**src/rtl/clause_queue_if.sv**
```systemverilog
// clause_queue_if: handshake bundle between a clause arbiter (master) and one
// engine's clause queue (slave). The literal geometry comes from LIT_INDEX_MAX
// and CLA_LENGTH; sensible defaults are provided if the build does not set them.

`ifndef LIT_INDEX_MAX
`define LIT_INDEX_MAX 15
`endif
`ifndef CLA_LENGTH
`define CLA_LENGTH 3
`endif

interface clause_queue_if #(
  parameter int DEPTH = 4,
  parameter int CW    = `CLA_LENGTH * ($clog2(`LIT_INDEX_MAX) + 1)
);
  localparam int CNTW = $clog2(DEPTH + 1);

  logic            grant_in;
  logic [CW-1:0]   clause_in;
  logic            full_out;
  logic            pop_in;
  logic [CW-1:0]   clause_out;
  logic            valid_out;
  logic [CNTW-1:0] count_out;
  logic            overflow_err_out;

  // Arbiter side: grants clauses, engine side pops them.
  modport master (
    output grant_in, clause_in, pop_in,
    input  full_out, clause_out, valid_out, count_out, overflow_err_out
  );

  // Queue side.
  modport slave (
    input  grant_in, clause_in, pop_in,
    output full_out, clause_out, valid_out, count_out, overflow_err_out
  );
endinterface

```
**src/rtl/clause_queue.sv**
```systemverilog
// clause_queue: per-engine circular clause FIFO fed by the clause arbiter.
// full_out is derived only from registered occupancy so the arbiter's
// combinational grant loop never closes through this block.
// Optional feature: define CLAUSE_QUEUE_BYPASS_EN to let a clause granted into
// an empty queue appear on clause_out in the same cycle (and be consumed
// without being stored when pop_in is also high).

`ifndef LIT_INDEX_MAX
`define LIT_INDEX_MAX 15
`endif
`ifndef CLA_LENGTH
`define CLA_LENGTH 3
`endif

module clause_queue #(
  parameter int DEPTH = 4
) (
  input  logic         clock,
  input  logic         reset,
  clause_queue_if.slave bus
);
  localparam int EB   = $clog2(`LIT_INDEX_MAX) + 1;
  localparam int CW   = `CLA_LENGTH * EB;
  localparam int PW   = (DEPTH > 1) ? $clog2(DEPTH) : 1;
  localparam int CNTW = $clog2(DEPTH + 1);

  localparam logic [CNTW-1:0] C_FULL   = CNTW'(DEPTH);
  localparam logic [PW-1:0]   C_LASTIX = PW'(DEPTH - 1);

  // Storage is deliberately not reset; only control state is.
  logic [CW-1:0]   r_mem [DEPTH];
  logic [PW-1:0]   r_wr_ptr;
  logic [PW-1:0]   r_rd_ptr;
  logic [CNTW-1:0] r_count;
  logic            r_ovf;

  logic w_full;
  logic w_empty;
  logic w_push;
  logic w_pop;
  logic w_bypass;

  // Wrap explicitly at DEPTH-1 so non-power-of-two depths behave.
  function automatic logic [PW-1:0] ptr_next(input logic [PW-1:0] ptr);
    return (ptr == C_LASTIX) ? '0 : ptr + PW'(1);
  endfunction

  assign w_full  = (r_count == C_FULL);
  assign w_empty = (r_count == '0);

`ifdef CLAUSE_QUEUE_BYPASS_EN
  assign w_bypass = w_empty & bus.grant_in;
`else
  assign w_bypass = 1'b0;
`endif

  // A bypassed clause that is popped in the same cycle never enters storage.
  assign w_push = bus.grant_in & ~w_full & ~(w_bypass & bus.pop_in);
  assign w_pop  = bus.pop_in & ~w_empty;

  // Write pointer advances once per accepted push.
  always_ff @(posedge clock or negedge reset) begin
    if (!reset) begin
      r_wr_ptr <= '0;
    end else if (w_push) begin
      r_wr_ptr <= ptr_next(r_wr_ptr);
    end
  end

  // Read pointer advances once per pop of a non-empty queue.
  always_ff @(posedge clock or negedge reset) begin
    if (!reset) begin
      r_rd_ptr <= '0;
    end else if (w_pop) begin
      r_rd_ptr <= ptr_next(r_rd_ptr);
    end
  end

  // Occupancy: simultaneous push and pop leave it unchanged.
  always_ff @(posedge clock or negedge reset) begin
    if (!reset) begin
      r_count <= '0;
    end else begin
      case ({w_push, w_pop})
        2'b10:   r_count <= r_count + CNTW'(1);
        2'b01:   r_count <= r_count - CNTW'(1);
        default: r_count <= r_count;
      endcase
    end
  end

  // Sticky overflow: a grant seen while full_out is high is a lost clause.
  always_ff @(posedge clock or negedge reset) begin
    if (!reset) begin
      r_ovf <= 1'b0;
    end else if (bus.grant_in && w_full) begin
      r_ovf <= 1'b1;
    end
  end

  // Clause storage write port.
  always_ff @(posedge clock) begin
    if (w_push) begin
      r_mem[r_wr_ptr] <= bus.clause_in;
    end
  end

  // Head selection; the bypass path only exists when the macro is defined.
  always_comb begin
    bus.valid_out  = ~w_empty;
    bus.clause_out = r_mem[r_rd_ptr];
    if (w_bypass) begin
      bus.valid_out  = 1'b1;
      bus.clause_out = bus.clause_in;
    end
  end

  assign bus.full_out         = w_full;
  assign bus.count_out        = r_count;
  assign bus.overflow_err_out = r_ovf;

endmodule

```
**src/flat_wrapper.sv**
```systemverilog
// flat-port wrapper written by rule: the top's interface ports become plain ports
module clause_queue_flat 
#(
  parameter int DEPTH = 4
)
  (clock, reset, bus_grant_in, bus_clause_in, bus_pop_in, bus_full_out, bus_clause_out, bus_valid_out, bus_count_out, bus_overflow_err_out);
  clause_queue_if #(.DEPTH(DEPTH), .CW((`CLA_LENGTH * ($clog2(`LIT_INDEX_MAX) + 1)))) bus_i ();
  input  logic clock;
  input  logic reset;
  input wire logic [$bits(bus_i.grant_in)-1:0] bus_grant_in;
  input wire logic [$bits(bus_i.clause_in)-1:0] bus_clause_in;
  input wire logic [$bits(bus_i.pop_in)-1:0] bus_pop_in;
  output wire logic [$bits(bus_i.full_out)-1:0] bus_full_out;
  output wire logic [$bits(bus_i.clause_out)-1:0] bus_clause_out;
  output wire logic [$bits(bus_i.valid_out)-1:0] bus_valid_out;
  output wire logic [$bits(bus_i.count_out)-1:0] bus_count_out;
  output wire logic [$bits(bus_i.overflow_err_out)-1:0] bus_overflow_err_out;
  assign bus_i.grant_in = bus_grant_in;
  assign bus_i.clause_in = bus_clause_in;
  assign bus_i.pop_in = bus_pop_in;
  assign bus_full_out = bus_i.full_out;
  assign bus_clause_out = bus_i.clause_out;
  assign bus_valid_out = bus_i.valid_out;
  assign bus_count_out = bus_i.count_out;
  assign bus_overflow_err_out = bus_i.overflow_err_out;
  clause_queue #(.DEPTH(DEPTH)) u_core (.clock(clock), .reset(reset), .bus(bus_i));
endmodule
```
**config.mk**
```make
export PLATFORM = sky130hd
export DESIGN_NAME = clause_queue_flat
export DESIGN_NICKNAME = d
export VERILOG_FILES = /design/src/rtl/clause_queue_if.sv /design/src/rtl/clause_queue.sv /design/src/flat_wrapper.sv
export SDC_FILE = /design/constraint.sdc
export NUM_CORES = 1
export LEC_CHECK = 0
export CAP_MARGIN = 20
export CORE_MARGIN = 2
export CORE_UTILIZATION = 53
export CTS_CLUSTER_DIAMETER = 60
export DETAILED_ROUTE_END_ITERATION = 10
export PLACE_DENSITY_LB_ADDON = 0.25
export SETUP_SLACK_MARGIN = 0.5
export SLEW_MARGIN = 20
export SYNTH_ARGS = -nofsm -noshare
export SYNTH_HDL_FRONTEND = slang
export SYNTH_SLANG_ARGS = --single-unit
export TNS_END_PERCENT = 50
```
**constraint.sdc**
```tcl
create_clock -name clock -period 2.4 [get_ports clock]
set_input_delay 0.6 -clock clock [delete_from_list [all_inputs] [get_ports clock]]
set_output_delay 0.6 -clock clock [all_outputs]
set_load 0.02 [all_outputs]
```
== Yosys cells after proc, flatten, opt, wreduce, memory -nomap -nowiden ==
Memory sizes are Yosys's and may differ from the RTL's.
Cells that the tools add are included.

* Bits in writable memories: 60
* Bits of input ports: 19
* Output and inout bits: 21
* Memories: 1
* Bits in registers: 8

{| class="wikitable"
|+ Memory list
! name !! words !! bits a word !! read ports !! clocked after Yosys merged registers in !! write ports !! RTL line !! source
|-
| u_core.r_mem || 4 || 15 || 1 || 0 || 1 || clause_queue.sv:31 || <nowiki>logic [CW-1:0] r_mem [DEPTH];</nowiki>
|}

* Bitwise operators: 4
* Add/subtract/negate cells: 4
* Equality and inequality tests: 5
* Muxes and demuxes: 5
* Reductions and logical operators: 3

{| class="wikitable"
|+ Operators with widths
! cell !! number
|-
| 2-bit equality test (second input constant) || 3
|-
| 3-bit case mux with 2 select lines || 1
|-
| 2-bit by 1-bit adder with 2-bit output (second input constant) || 2
|-
| 2-bit two-way mux || 2
|-
| 3-bit by 1-bit adder with 3-bit output (second input constant) || 1
|-
| 3-bit equality test (second input constant) || 1
|-
| 3-bit zero test || 1
|-
| 3-bit by 1-bit subtractor with 3-bit output (second input constant) || 1
|-
| 1-bit bitwise AND || 2
|-
| 2-bit by 1-bit equality test with 1-bit output (second input constant) || 1
|-
| 1-bit two-way mux || 2
|-
| 1-bit inverter || 2
|-
| 2-bit nonzero test || 1
|-
| 1-bit logical AND || 1
|}

== Longest topological paths before layout ==
* Depth in word-level cells: 5
* Mapped depth: 9
* Mapped depth without buffers: 9

== Worst setup path before layout ==
No wires, ideal clock.

* Kind: register to register
* From: reg u_core.r_count[0], in the netlist u_core.bus.count_out[0]
* To: reg u_core.r_count[2], in the netlist u_core.bus.count_out[2]
* Data arrival time: 2.013 ns
* Period minus slack after synthesis: 2.093 ns
* Data required time: 2.320 ns
* Library setup time: 0.080 ns
* Buffers on the path: 0
* Stages on the path, launching flop included: 10
* Path slack: 0.307 ns
* Cell sequence: dfrtp_1 -> nor3b_4 -> nor2b_2 -> inv_1 -> ha_1 -> inv_1 -> fa_1 -> xor2_1 -> nor2_1 -> xor2_1

* Cells in the longest elaborated chain, start to end: 5

{| class="wikitable"
|+ Ends and longest elaborated chain
! element !! RTL line !! source
|-
| start, declared || clause_queue.sv:34 || <nowiki>logic [CNTW-1:0] r_count;</nowiki>
|-
| start signal, assigned || clause_queue.sv:85 || <nowiki>2'b10: r_count <= r_count + CNTW'(1);</nowiki>
|-
| start signal, assigned || clause_queue.sv:86 || <nowiki>2'b01: r_count <= r_count - CNTW'(1);</nowiki>
|-
| start signal, assigned || clause_queue.sv:87 || <nowiki>default: r_count <= r_count;</nowiki>
|-
| 3-bit equality test * || clause_queue.sv:48 || <nowiki>assign w_full = (r_count == C_FULL);</nowiki>
|-
| via bus_full_out || flat_wrapper.sv:13 || <nowiki>output wire logic [$bits(bus_i.full_out)-1:0] bus_full_out;</nowiki>
|-
| 1-bit inverter * || clause_queue.sv:58 || <nowiki>assign w_push = bus.grant_in & ~w_full & ~(w_bypass & bus.pop_in);</nowiki>
|-
| 1-bit bitwise AND * || clause_queue.sv:58 ||
|-
| 2-bit by 1-bit equality test with 1-bit output / 2-bit equality test (equally long branches) || clause_queue.sv:84 || <nowiki>case ({w_push, w_pop})</nowiki>
|-
| 3-bit case mux with 2 select lines / 2-bit nonzero test (equally long branches) || -- ||
|}

The timed path passes the listed nets; every way through them passes the cells marked *.
A chain may end at the register's enable or synchronous reset.

== Worst setup path after layout ==
* From: reg u_core.r_rd_ptr[0]
* To: out bus_clause_out[14]

* Cells in the longest elaborated chain, start to end: 1

{| class="wikitable"
|+ Ends and longest elaborated chain
! element !! RTL line !! source
|-
| start, declared || clause_queue.sv:33 || <nowiki>logic [PW-1:0] r_rd_ptr;</nowiki>
|-
| start signal, assigned || clause_queue.sv:75 || <nowiki>r_rd_ptr <= ptr_next(r_rd_ptr);</nowiki>
|-
| memory 4 x 15 bit || -- ||
|-
| end, declared || flat_wrapper.sv:14 || <nowiki>output wire logic [$bits(bus_i.clause_out)-1:0] bus_clause_out;</nowiki>
|}

No other way between the ends.

==> results.py <==
metrics = {
    "sta": {
        "max_freq_ghz": 0.4510,
        "tightest_slew_ns": 0.4367,
        "fin_skew_ns": 0.006288,
        "min_period_ns": 2.217,
        "setup_viol": 0,
        "slew_headroom_pct": 70.89,
        "hold_viol": 0,
        "setup_tns_ns": 0,
        "hold_ws_ns": 0.4782,
        "maxSlewViolCount": 0,
        "period_share_pct": 92.39,
        "rsz0062_at_grt": "true",
    },
    "floorplan": {
        "std_cell_rows": 25,
        "core_area_mm2": 0.004817,
        "start_util_pct": 55.74,
        "die-height_um": 75.18,
        "dieArea_mm2": 0.005651,
        "io_pins": 40,
        "die_x_um": 75.18,
    },
    "synthesis": {
        "synth_area_mm2": 0.002685,
        "synthTopCellsByArea": "edfxtp_1 67%, mux4_2 13%, dfrtp_1 7.5%, ha_1 2.8%, mux2_4 1.1%",
        "syn_avg_cell_area_um2": 22.19,
        "syn_nets": 147,
        "syn_inst": 121,
        "yosysTopAreaCell": "edfxtp_1",
        "ys_warn_count": 0,
        "yosysSeqAreaShare_pct": 74.56,
        "ys_types": 21,
        "post-synth-top-area-fraction_pct": 67.10,
        "synth_seq_cells": 68,
    },
    "cts": {
        "clockBufferDepth": 2,
        "cts_root_buf": "clkbuf_8",
        "insertion_delay_ns": 0.34,
        "cts_tree": "done",
        "h-tree-depth": 3,
        "cts_buffers": 9,
        "clock_sinks": 68,
        "clkTransAtPathRegs_ns": 0.07,
    },
    "power": {
        "powerDensity_mw_per_mm2": 1298,
        "switchingPower_mw": 1.414,
        "seqPwrFrac_pct": 39.3,
        "combPwrFrac_pct": 41.6,
        "finalPower_mw": 4.522,
        "power.switching_fraction_pct": 31.26,
        "p_int_mw": 3.108,
        "pwr-share-clk_pct": 19.1,
        "ir_worst_vdd_mv": 0.7568,
        "p_leak_nw": 1.267,
    },
    "setup_path": {
        "crit_type": "flop to output pin",
        "arrival_ns": 1.62,
        "required_ns": 1.80,
        "cp-start-kind": "flop",
        "endpoint_kind": "output pin",
        "rrSetupSlack_ns": 0.45,
        "crit_fanout": 4,
    },
    "final_layout": {
        "n_antenna_cell": 0,
        "syn_to_final_growth_pct": 29.78,
        "mostFrequentLayoutCells": "60 x edfxtp_1, 22 x clkdlybuf4s50_1, 15 x mux4_2, 14 x buf_6, 10 x buf_4",
        "post-route-cell-area_mm2": 0.003485,
        "mostFrequentLayoutCell": "edfxtp_1",
        "layout-drive-gt1-share_pct": 38.71,
        "utilization_pct": 72.34,
        "nets": 207,
    },
    "status": {
        "status": "completed",
    },
    "route": {
        "via_count": 1340,
        "wire_per_inst_um": 17.72,
        "antenna_left": 0,
        "drc": 0,
        "drt_pass1_iterations": 4,
        "wirelength_mm": 4.482,
        "first_iter_violations": 103,
        "vias_per_cell": 5.296,
    },
    "global_routing": {
        "grt_use_total_pct": 18.89,
        "grt_antenna_before_repair": 0,
        "grt_max_degree": 18,
        "grt_pass1_vias": 1428,
        "globalRouteOverflowTotal": 0,
        "grt_first_pass_wirelength_mm": 7.141,
    },
    "place": {
        "place_area_mm2": 0.003227,
        "hpwl_mm": 2.949,
        "port_buffers": 39,
        "gp_congestion": 0.6811,
    },
    "flow_run": {
        "max_cap_violations": 0,
    },
    "hold_path": {
        "hold_class": "flop to flop",
    },
}
## worst paths after layout
| kind | depth (start not counted) | startpoint | end |
|---|---|---|---|
| worst min-delay path | 1 | u_core.bus.overflow_err_out$_DFFE_PN0P_ | u_core.bus.overflow_err_out$_DFFE_PN0P_ |
| min in group asynchronous | 1 | reset | u_core.bus.count_out[2]$_DFFE_PN0P_ |
| worst max register to register | 9 | u_core.bus.count_out[0]$_DFFE_PN0P_ | u_core.bus.count_out[2]$_DFFE_PN0P_ |
| max in group asynchronous | 1 | reset | u_core.r_rd_ptr[0]$_DFFE_PN0P_ |
| worst max-delay path | 4 | u_core.r_rd_ptr[0]$_DFFE_PN0P_ | bus_clause_out[14] |
| worst min register to register | 1 | u_core.bus.overflow_err_out$_DFFE_PN0P_ | u_core.bus.overflow_err_out$_DFFE_PN0P_ |
## cell type report
type,instances,area (um^2)
sequential,68,2008
timing repair buffer,53,563.0
multi-input combinational,42,620.6
clock inverter,6,55.05
inverter,7,26.28
clock buffer,10,127.6
fill,322,1333
tap,67,83.83
## flip-flops by register name, indices dropped and copies added, names as in the netlist
| signal | cells |
|---|---|
| u_core.r_mem | 60 |
| u_core.r_wr_ptr | 2 |
| u_core.bus.count_out | 3 |
| u_core.bus.overflow_err_out | 1 |
| u_core.r_rd_ptr | 2 |
## cells by family after synthesis
kind of cell	Yosys count	share of synthesized area [%]
DFF	68	74.56
muxes	20	14.91
buffers and inverters	11	2.517
and+or+nand+nor	11	3.215
adders and majority gates	7	3.541
xor gates and xnor gates	3	0.9787
AOI/OAI and AO/OA	1	0.2797
## Yosys cell counts
cell type  count
buf_6          1
a21o_1         1
mux2_2         2
buf_2          2
mux4_2        15
inv_1          7
buf_12         1
or3_4          1
and2_1         4
mux2i_1        1
nor3b_4        1
xnor2_1        1
ha_1           6
nor2b_2        1
fa_1           1
edfxtp_1      60
dfrtp_1        8
nand2_4        1
nor2_1         3
mux2_4         2
xor2_1         2
## timing repair
action	CTS	global route
resized for setup	93	0
hold buffers	0	0
buffers inserted	3	0
endpoints found under the setup margin	23	23
cloned	1	0
## worst max-delay path, stage by stage, from the launching register on
cell     delay, ns
dfrtp_2       0.39
buf_4         0.14
buf_16        0.12
mux4_2        0.50
buf_6         0.15
## layer usage
layer / GRT usage (%) / wire length, um / vias to the layer above
met5: 0 / 0 / -
met4: 11.70 / 89 / 0
met3: 5.489 / 209 / 9
met2: 30.60 / 2439 / 39
met1: 22.40 / 1745 / 693
li1: - / - / 599
## power groups by stage
stage	combinational (mW)	clock, mW	sequential, mW
3_5_place_dp	1.74	0	1.80
4_1_cts	1.92	0.888	1.78
3_3_place_gp	1.69	0	1.78
5_1_grt	2.02	0.938	1.81
2_1_floorplan	1.07	0	1.75
6_report	1.88	0.865	1.78
## per-stage QoR
stage	instances	worst slack (ns)
floorplan	121	0.3804
global placement	233	-0.02099
detailed placement	233	-0.01709
CTS	253	0.1665
global route	253	0.1275
finish	253	0.1827
(Power assumes the default switching activity.)
